File: config.mk
export PLATFORM = sky130hd
export DESIGN_NAME = spi_xfer_ctrl
export DESIGN_NICKNAME = d
export VERILOG_FILES = /design/src/rtl/spi_xfer_ctrl.sv
export SDC_FILE = /design/constraint.sdc
export NUM_CORES = 1
export LEC_CHECK = 0
export ABC_CLOCK_PERIOD_IN_PS = 3500
export CORE_ASPECT_RATIO = 0.5
export CORE_UTILIZATION = 60
export CTS_CLUSTER_SIZE = 40
export DETAILED_ROUTE_END_ITERATION = 10
export PLACE_DENSITY = 0.87
export RECOVER_POWER = 25
export SLEW_MARGIN = 20
export SYNTH_ARGS = -nofsm -noshare
export SYNTH_HDL_FRONTEND = slang
export SYNTH_SLANG_ARGS = --single-unit
File: constraint.sdc
create_clock -name clk_i -period 3.5 [get_ports clk_i]
set_clock_uncertainty 0.05 [all_clocks]
set_input_delay 0.875 -clock clk_i [delete_from_list [all_inputs] [get_ports clk_i]]
set_output_delay 0.875 -clock clk_i [all_outputs]
set_load 0.02 [all_outputs]
File: src/rtl/spi_xfer_ctrl.sv
// spi_xfer_ctrl: frames TX FIFO bytes onto an SPI master core with ss_n setup/hold; SPI_XFER_CTRL_RX_STALL_EN stalls on RX full instead of overflowing
module spi_xfer_ctrl #(
    parameter int TX_DEPTH = 16,
    parameter int RX_DEPTH = 16,
    parameter int CS_DLY = 4
) (
    input  logic       clk_i,
    input  logic       rst_i,
    input  logic       tx_wr_i,
    input  logic [7:0] tx_data_i,
    input  logic       tx_last_i,
    output logic       tx_full_o,
    input  logic       rx_rd_i,
    output logic [7:0] rx_data_o,
    output logic       rx_empty_o,
    output logic       rx_ovf_o,
    output logic       busy_o,
    output logic       ss_n_o,
    output logic       spi_start_o,
    output logic [7:0] spi_din_o,
    input  logic       spi_ready_i,
    input  logic [7:0] spi_dout_i,
    input  logic       spi_done_tick_i
);
    localparam int TAW = $clog2(TX_DEPTH);
    localparam int RAW = $clog2(RX_DEPTH);
    localparam int CW = $clog2(CS_DLY + 2);

    typedef enum logic [2:0] {IDLE, SETUP, ISSUE, WAIT, HOLD} state_t;
    state_t state, state_n;

    logic [8:0] tx_mem [TX_DEPTH];
    logic [7:0] rx_mem [RX_DEPTH];
    logic [TAW:0] tx_wp, tx_rp, tx_wp_n, tx_rp_n;
    logic [RAW:0] rx_wp, rx_rp, rx_wp_n, rx_rp_n;
    logic [CW-1:0] cnt, cnt_n;
    logic tx_pend, tx_empty, tx_push, tx_pop, rx_push, rx_pop, rx_full;
    logic can_issue, ovf_set, last, last_n, ss_n_n;

    assign tx_empty = tx_wp == tx_rp;
    assign tx_push = tx_wr_i && !tx_full_o;
    assign rx_pop = rx_rd_i && !rx_empty_o;
    assign rx_full = (rx_wp - rx_rp) == (RAW + 1)'(RX_DEPTH);
`ifdef SPI_XFER_CTRL_RX_STALL_EN
    assign can_issue = !tx_empty && spi_ready_i && !rx_full;
    assign rx_push = state == WAIT && spi_done_tick_i;
    assign ovf_set = 1'b0;
`else
    assign can_issue = !tx_empty && spi_ready_i;
    assign rx_push = state == WAIT && spi_done_tick_i && (!rx_full || rx_pop);
    assign ovf_set = state == WAIT && spi_done_tick_i && rx_full && !rx_pop;
`endif
    assign tx_pop = state == ISSUE && can_issue;
    assign tx_wp_n = tx_wp + (TAW + 1)'(tx_push);
    assign tx_rp_n = tx_rp + (TAW + 1)'(tx_pop);
    assign rx_wp_n = rx_wp + (RAW + 1)'(rx_push);
    assign rx_rp_n = rx_rp + (RAW + 1)'(rx_pop);

    always_comb begin
        state_n = state;
        cnt_n = cnt;
        last_n = last;
        ss_n_n = ss_n_o;
        case (state)
            IDLE: if (tx_pend) begin
                state_n = SETUP;
                cnt_n = CW'(CS_DLY);
                ss_n_n = 1'b0;
            end
            SETUP: begin
                cnt_n = cnt - CW'(1);
                if (cnt <= CW'(1)) state_n = ISSUE;
            end
            ISSUE: if (can_issue) begin
                state_n = WAIT;
                last_n = tx_mem[tx_rp[TAW-1:0]][8];
            end
            WAIT: if (spi_done_tick_i) begin
                state_n = last ? HOLD : ISSUE;
                cnt_n = CW'(CS_DLY);
            end
            HOLD: begin
                cnt_n = cnt - CW'(1);
                if (cnt <= CW'(1)) begin
                    state_n = IDLE;
                    ss_n_n = 1'b1;
                end
            end
            default: state_n = IDLE;
        endcase
    end

    // tx_pend lags the pointers by a cycle so a burst of pushes lands before ss_n falls
    always_ff @(posedge clk_i) begin
        if (rst_i) begin
            state <= IDLE;
            cnt <= '0;
            last <= 1'b0;
            ss_n_o <= 1'b1;
            spi_start_o <= 1'b0;
            spi_din_o <= '0;
            busy_o <= 1'b0;
            rx_ovf_o <= 1'b0;
            tx_wp <= '0;
            tx_rp <= '0;
            rx_wp <= '0;
            rx_rp <= '0;
            tx_pend <= 1'b0;
            tx_full_o <= 1'b0;
            rx_empty_o <= 1'b1;
            rx_data_o <= '0;
        end else begin
            state <= state_n;
            cnt <= cnt_n;
            last <= last_n;
            ss_n_o <= ss_n_n;
            spi_start_o <= tx_pop;
            if (tx_pop) spi_din_o <= tx_mem[tx_rp[TAW-1:0]][7:0];
            busy_o <= state_n != IDLE;
            rx_ovf_o <= rx_ovf_o | ovf_set;
            tx_wp <= tx_wp_n;
            tx_rp <= tx_rp_n;
            rx_wp <= rx_wp_n;
            rx_rp <= rx_rp_n;
            tx_pend <= !tx_empty;
            tx_full_o <= (tx_wp_n - tx_rp_n) == (TAW + 1)'(TX_DEPTH);
            rx_empty_o <= rx_wp_n == rx_rp_n;
            rx_data_o <= (rx_push && rx_rp_n == rx_wp) ? spi_dout_i : rx_mem[rx_rp_n[RAW-1:0]];
        end
    end

    always_ff @(posedge clk_i) begin
        if (tx_push) tx_mem[tx_wp[TAW-1:0]] <= {tx_last_i, tx_data_i};
        if (rx_push) rx_mem[rx_wp[RAW-1:0]] <= spi_dout_i;
    end
endmodule

After elaboration in Yosys (flattened, before gate mapping):

Memories as Yosys holds them, arrays and structs flattened. A register that Yosys moved wholly into a read port is not among the register bits.
Cells that the tools add are included.

* register bits: 50
* bits in writable memories: 272
* input bits: 23
* memories: 2

Memories
* tx_mem: depth 16, width 9, rd ports 1, clocked after Yosys merged registers in 1, wr ports 1, line 32 `logic [8:0] tx_mem [TX_DEPTH];`
* rx_mem: depth 16, width 8, rd ports 1, clocked after Yosys merged registers in 0, wr ports 1, line 33 `logic [7:0] rx_mem [RX_DEPTH];`

* add/subtract/negate cells: 7
* $lt $le $gt $ge: 1
* equality and inequality tests: 12
* multiplexer cells: 19
* bitwise gates (word level): 1
* reduce and logical (&&, ||, !) cells: 23

Operators with widths (count)
* 3-bit two-way mux: 8
* 5-bit by 1-bit adder with 5-bit output: 4
* 5-bit equality test: 3
* 3-bit one-hot mux with 5 select lines: 1
* 5-bit equality test (second input constant): 2
* 5-bit subtractor: 2
* 1-bit logical AND: 9
* 3-bit one-hot mux with 3 select lines: 1
* 8-bit two-way mux: 1
* 3-bit by 2-bit equality test with 1-bit output (second input constant): 2
* 1-bit two-way mux: 6
* 2-bit inequality test (second input constant): 3
* 3-bit AND reduction: 2
* 3-bit nonzero test: 2
* 1-bit zero test: 5
* 4-bit two-way mux: 1
* 3-bit by 1-bit equality test with 1-bit output (second input constant): 1
* 3-bit equality test (second input constant): 1
* 3-bit by 1-bit less-or-equal comparator with 1-bit output (second input constant): 1
* 3-bit zero test: 1
* 3-bit by 1-bit subtractor with 3-bit output (second input constant): 1
* 1-bit one-hot mux with 2 select lines: 1
* 2-bit AND reduction: 1
* 2-bit nonzero test: 1
* 3 further kinds: 3

Longest topological paths before layout:

* word-level depth: 7
* gate-level depth with buffers: 16
* mapped depth without buffers: 13

Worst setup path before layout:

Ideal clock, no wire load.

* kind: flip-flop to flip-flop
* start: register rx_wp[0]
* end: register rx_empty_o
* setup time: 0.116 ns
* arrival time: 2.853 ns
* required time: 3.334 ns
* path slack: 0.481 ns
* cell stages (with the launch flop): 17
* path buffers: 3
* period minus slack after synthesis: 3.019 ns
* cells stage by stage: dfxtp_1 clkbuf_1 inv_1 ha_1 nand3b_1 a211o_1 a211oi_2 nand2b_1 buf_4 buf_4 inv_1 ha_1 nand2_1 nor3_1 o21ai_0 o211ai_1 a41o_1

* cells in the longest elaborated chain, start to end: 7

Ends and longest elaborated chain
* from (decl): line 35 `logic [RAW:0] rx_wp, rx_rp, rx_wp_n, rx_rp_n;`
* from (signal assigned): line 123 `rx_wp <= rx_wp_n;`
* 5-bit subtractor: line 43 `assign rx_full = (rx_wp - rx_rp) == (RAW + 1)'(RX_DEPTH);`
* 5-bit equality test: line 43
* 1-bit zero test: line 50 `assign rx_push = state == WAIT && spi_done_tick_i && (!rx_full || rx_pop);`
* 1-bit logical OR: line 50
* 1-bit logical AND: line 50
* 5-bit by 1-bit adder with 5-bit output *: line 56 `assign rx_wp_n = rx_wp + (RAW + 1)'(rx_push);`
* 5-bit equality test *: line 127 `rx_empty_o <= rx_wp_n == rx_rp_n;`
* to (signal assigned): line 127
* to (decl): line 15 `output logic rx_empty_o,`

Every way passes the cells marked *; elsewhere a longest branch is shown, timed or not.
A chain may end at the register's enable or synchronous reset.

Worst setup path in the final report:

Same ends and word-level chain as after synthesis.

==> impl_results.md <==
* Post-Layout Cell Count at 1109
* Root Buffer: clkbuf_16
* Vias/cell at ~6
* Max Fclk at 316 MHz
* Num ports at 45
* CTS H-tree lvls at 1
* Total Die Area at 0.0225 mm2
* Initial core utilization at 0.625
* Crit path launch type: register
* Max Cap Violations at 0
* Clk sink count at 322
* RSZ-0062 raised after global routing: false
* Via count at 6804
* Area of the multi-input gates at 0.00368 mm2
* Routed WL per cell at ~24 um
* Async set or reset register ratio after synthesis at 0
* DRT iter0 DRCs at 526
* Status: completed
* Final setup viols at 0
* WHS Endpoint: spi_din_o[1]$_SDFFE_PP0P_
* Routability Congestion at between 0.8 and 0.9
* FF-to-FF path depth at 13
* Clk Latency, worst-skew pair at around 0.54 ns
* Setup CP Type: register to register
* Crit Reg-Reg Endpoint: rx_empty_o$_SDFF_PP1_
* Grt ovf at 0
* Ys flop type: edfxtp_1
* Area growth syn-to-layout at 14.8%
* I/O Buffers at 44
* Final Hold Viols at 0
* Worst vdd ir at 0.371 mV
* Number of synthesized flops with an enable pin at 272
* Routed Antenna Nets at 0
* Pwr Density at about 500 mW/mm2
* Tmin final at 3.16 ns
* Fin. max-slew vios at 0
* Leakage at between 5 and 6 nW
* Worst-path fanout max at 10
* Critical hold path startpoint: spi_din_o[1]$_SDFFE_PP0P_
* Layout cells sized above 1 at 0.207
* Hold WC Path Type: register to register
* Post-cts sizing count at 0
* First-pass GRT wire length at 40600 um
* Hold Crit Depth at 1
* Total number of yosys warnings at 0
* Final Util at 0.718
* CTS Hold Bufs at 0
* DRC at 0
* Vias in the first global route at 7150
* Sequential element share of the synthesized area at 0.699
* Tightest Pin Transition at roughly 0.67 ns
* Post-DP Area at 0.0142 mm2
* Post-synthesis cell count at 709
* Synthesized cell area at 0.0131 mm2
* Floorplan row count at 37
* CP Data Required Time at 3.89 ns
* Avg Inst Size Synth at 18.5 um2
* HPWL Detailed at approximately 17000 um
* Register area at slightly above 0.009 mm2
* Die height at 107 um
* Most frequent cells in the layout: edfxtp_1 (272), mux4_2 (54), buf_4 (50)
* Rel. slew slack at 0.549
* Number of CTS-inserted buffers at 27
* Initial antenna violation count at 0
* Die Width at 211 um
* Period utilisation layout at 0.904
* Crit end category: register
* Seq cells post-synth at 322
* Commonest non-fill, non-tap cell in the layout: edfxtp_1
* WL final at 26300 um
* All-Layer GR Usage at 0.246
* Max clock buf depth at 3
* # Post-CTS Setup Buffers at 0
* Clk slew on worst S/H paths at ~0.07 ns
* Arrival time worst endpoint at 3.55 ns
* Fill cell count at 1217
* R2r setup slk at 0.34 ns
* Count of cell types in the netlist at 50
* Total chip power at about 7.5 mW
* Diode count at 0
* Post-route cell area at 0.0151 mm2
* Dpl cells at 1060
* Mapped Nets at 749
* Largest net degree at the start of global routing at 39
* CTS tree: yes
* Initial DRT Pass Iterations at 5
* Fin nets at roughly 840
* Reg2reg start: rx_wp[0]$_SDFF_PP0_
* Core ar. at between 0.02 and 0.025 mm2
## power breakdown
group | internal [mW] | switching (mW) | leakage [nW]
clock | 1.64 | 1.32 | 0.426
combinational | 0.125 | 0.165 | 1.74
sequential | 4.19 | 0.0267 | 2.86
total | 5.96 | 1.52 | 5.02
## per-layer routing
metal	vias up	share of wire	GRT usage
li1	2993	-	-
met1	3530	0.41	0.320
met2	233	0.51	0.423
met3	48	0.062	0.0514
met4	0	0.023	0.0709
met5	-	0	0
## sequential cells by signal (all words and copies together), names as in the netlist, 3 cells and up
signal,cells
rx_rp,5
rx_wp,5
tx_wp,5
tx_rp,5
rx_data_o,8
cnt,3
tx_mem,144
spi_din_o,8
state,3
rx_mem,128
## critical path, stage by stage, from the launching register on
cell and delay [ns]:
dfxtp_1 0.60, inv_1 0.12, ha_1 0.24, nand3b_1 0.18, a211o_1 0.28, a211oi_2 0.37, nand2b_1 0.19, inv_1 0.07
ha_1 0.20, nand2_1 0.15, nor3_1 0.08, o21ai_0 0.15, o211ai_1 0.11, a41o_1 0.25
## cell type report
class / count / share of cell area
clock buffers: 31 / 0.0459
flip-flops and latches: 322 / 0.609
repair buffers: 98 / 0.0595
clock inverters: 18 / 0.0111
multi-input cells: 325 / 0.244
well taps: 292 / 0.0243
inverters: 23 / 0.00574
## kinds of logic (layout without fill, tap and decap cells)
logic type | after synthesis | after routing | share of synthesized area
AOI/OAI and AO/OA | 46 | 46 | 0.0251
muxes | 101 | 101 | 0.160
and+or+nand+nor | 128 | 128 | 0.0516
buffers and inverters | 62 | 170 | 0.0228
adders and majority gates | 17 | 17 | 0.0162
xor gates and xnor gates | 33 | 33 | 0.0252
DFF | 322 | 322 | 0.699
## synthesized netlist by cell type, drive strengths merged, types with 8 or more instances
cell | n | share of area
edfxtp | 272 | 0.62
mux4 | 77 | 0.14
dfxtp | 50 | 0.076
nor2 | 37 | 0.011
buf | 28 | 0.013
nor2b | 21 | 0.010
nor3 | 20 | 0.0076
inv | 18 | 0.0052
ha | 17 | 0.016
mux2i | 16 | 0.012
xor2 | 16 | 0.011
xnor2 | 14 | 0.0093
clkbuf | 11 | 0.0031
a21oi | 10 | 0.0038
nand2 | 10 | 0.0029
nand2b | 10 | 0.0048
o2bb2ai | 10 | 0.0067
mux2 | 8 | 0.0092
nand3 | 8 | 0.0031
o22ai | 8 | 0.0038
## through the flow
step	hold WS [ns]	worst slack, ns	TNS, ns
2_1_floorplan	0.416	0.481	0
5_1_grt	0.435	0.108	0
6_report	0.423	0.336	0
3_5_place_dp	0.400	-0.0240	-0.0392
4_1_cts	0.428	0.373	0
3_3_place_gp	0.399	0.0240	0
## worst max-delay path by stage
stage,slack [ns],to,cells past startpoint,start
after floorplan,0.48,rx_empty_o$_SDFF_PP1_,16,rx_wp[0]$_SDFF_PP0_
after global placement,0.02,rx_data_o[1]$_SDFF_PP0_,8,rx_rd_i
after detailed placement,-0.02,rx_data_o[1]$_SDFF_PP0_,8,rx_rd_i
after CTS,0.37,rx_empty_o$_SDFF_PP1_,13,rx_wp[0]$_SDFF_PP0_
after global routing,0.11,rx_empty_o$_SDFF_PP1_,13,rx_wp[0]$_SDFF_PP0_
final,0.34,rx_empty_o$_SDFF_PP1_,13,rx_wp[0]$_SDFF_PP0_
(Power assumes the default switching activity.)
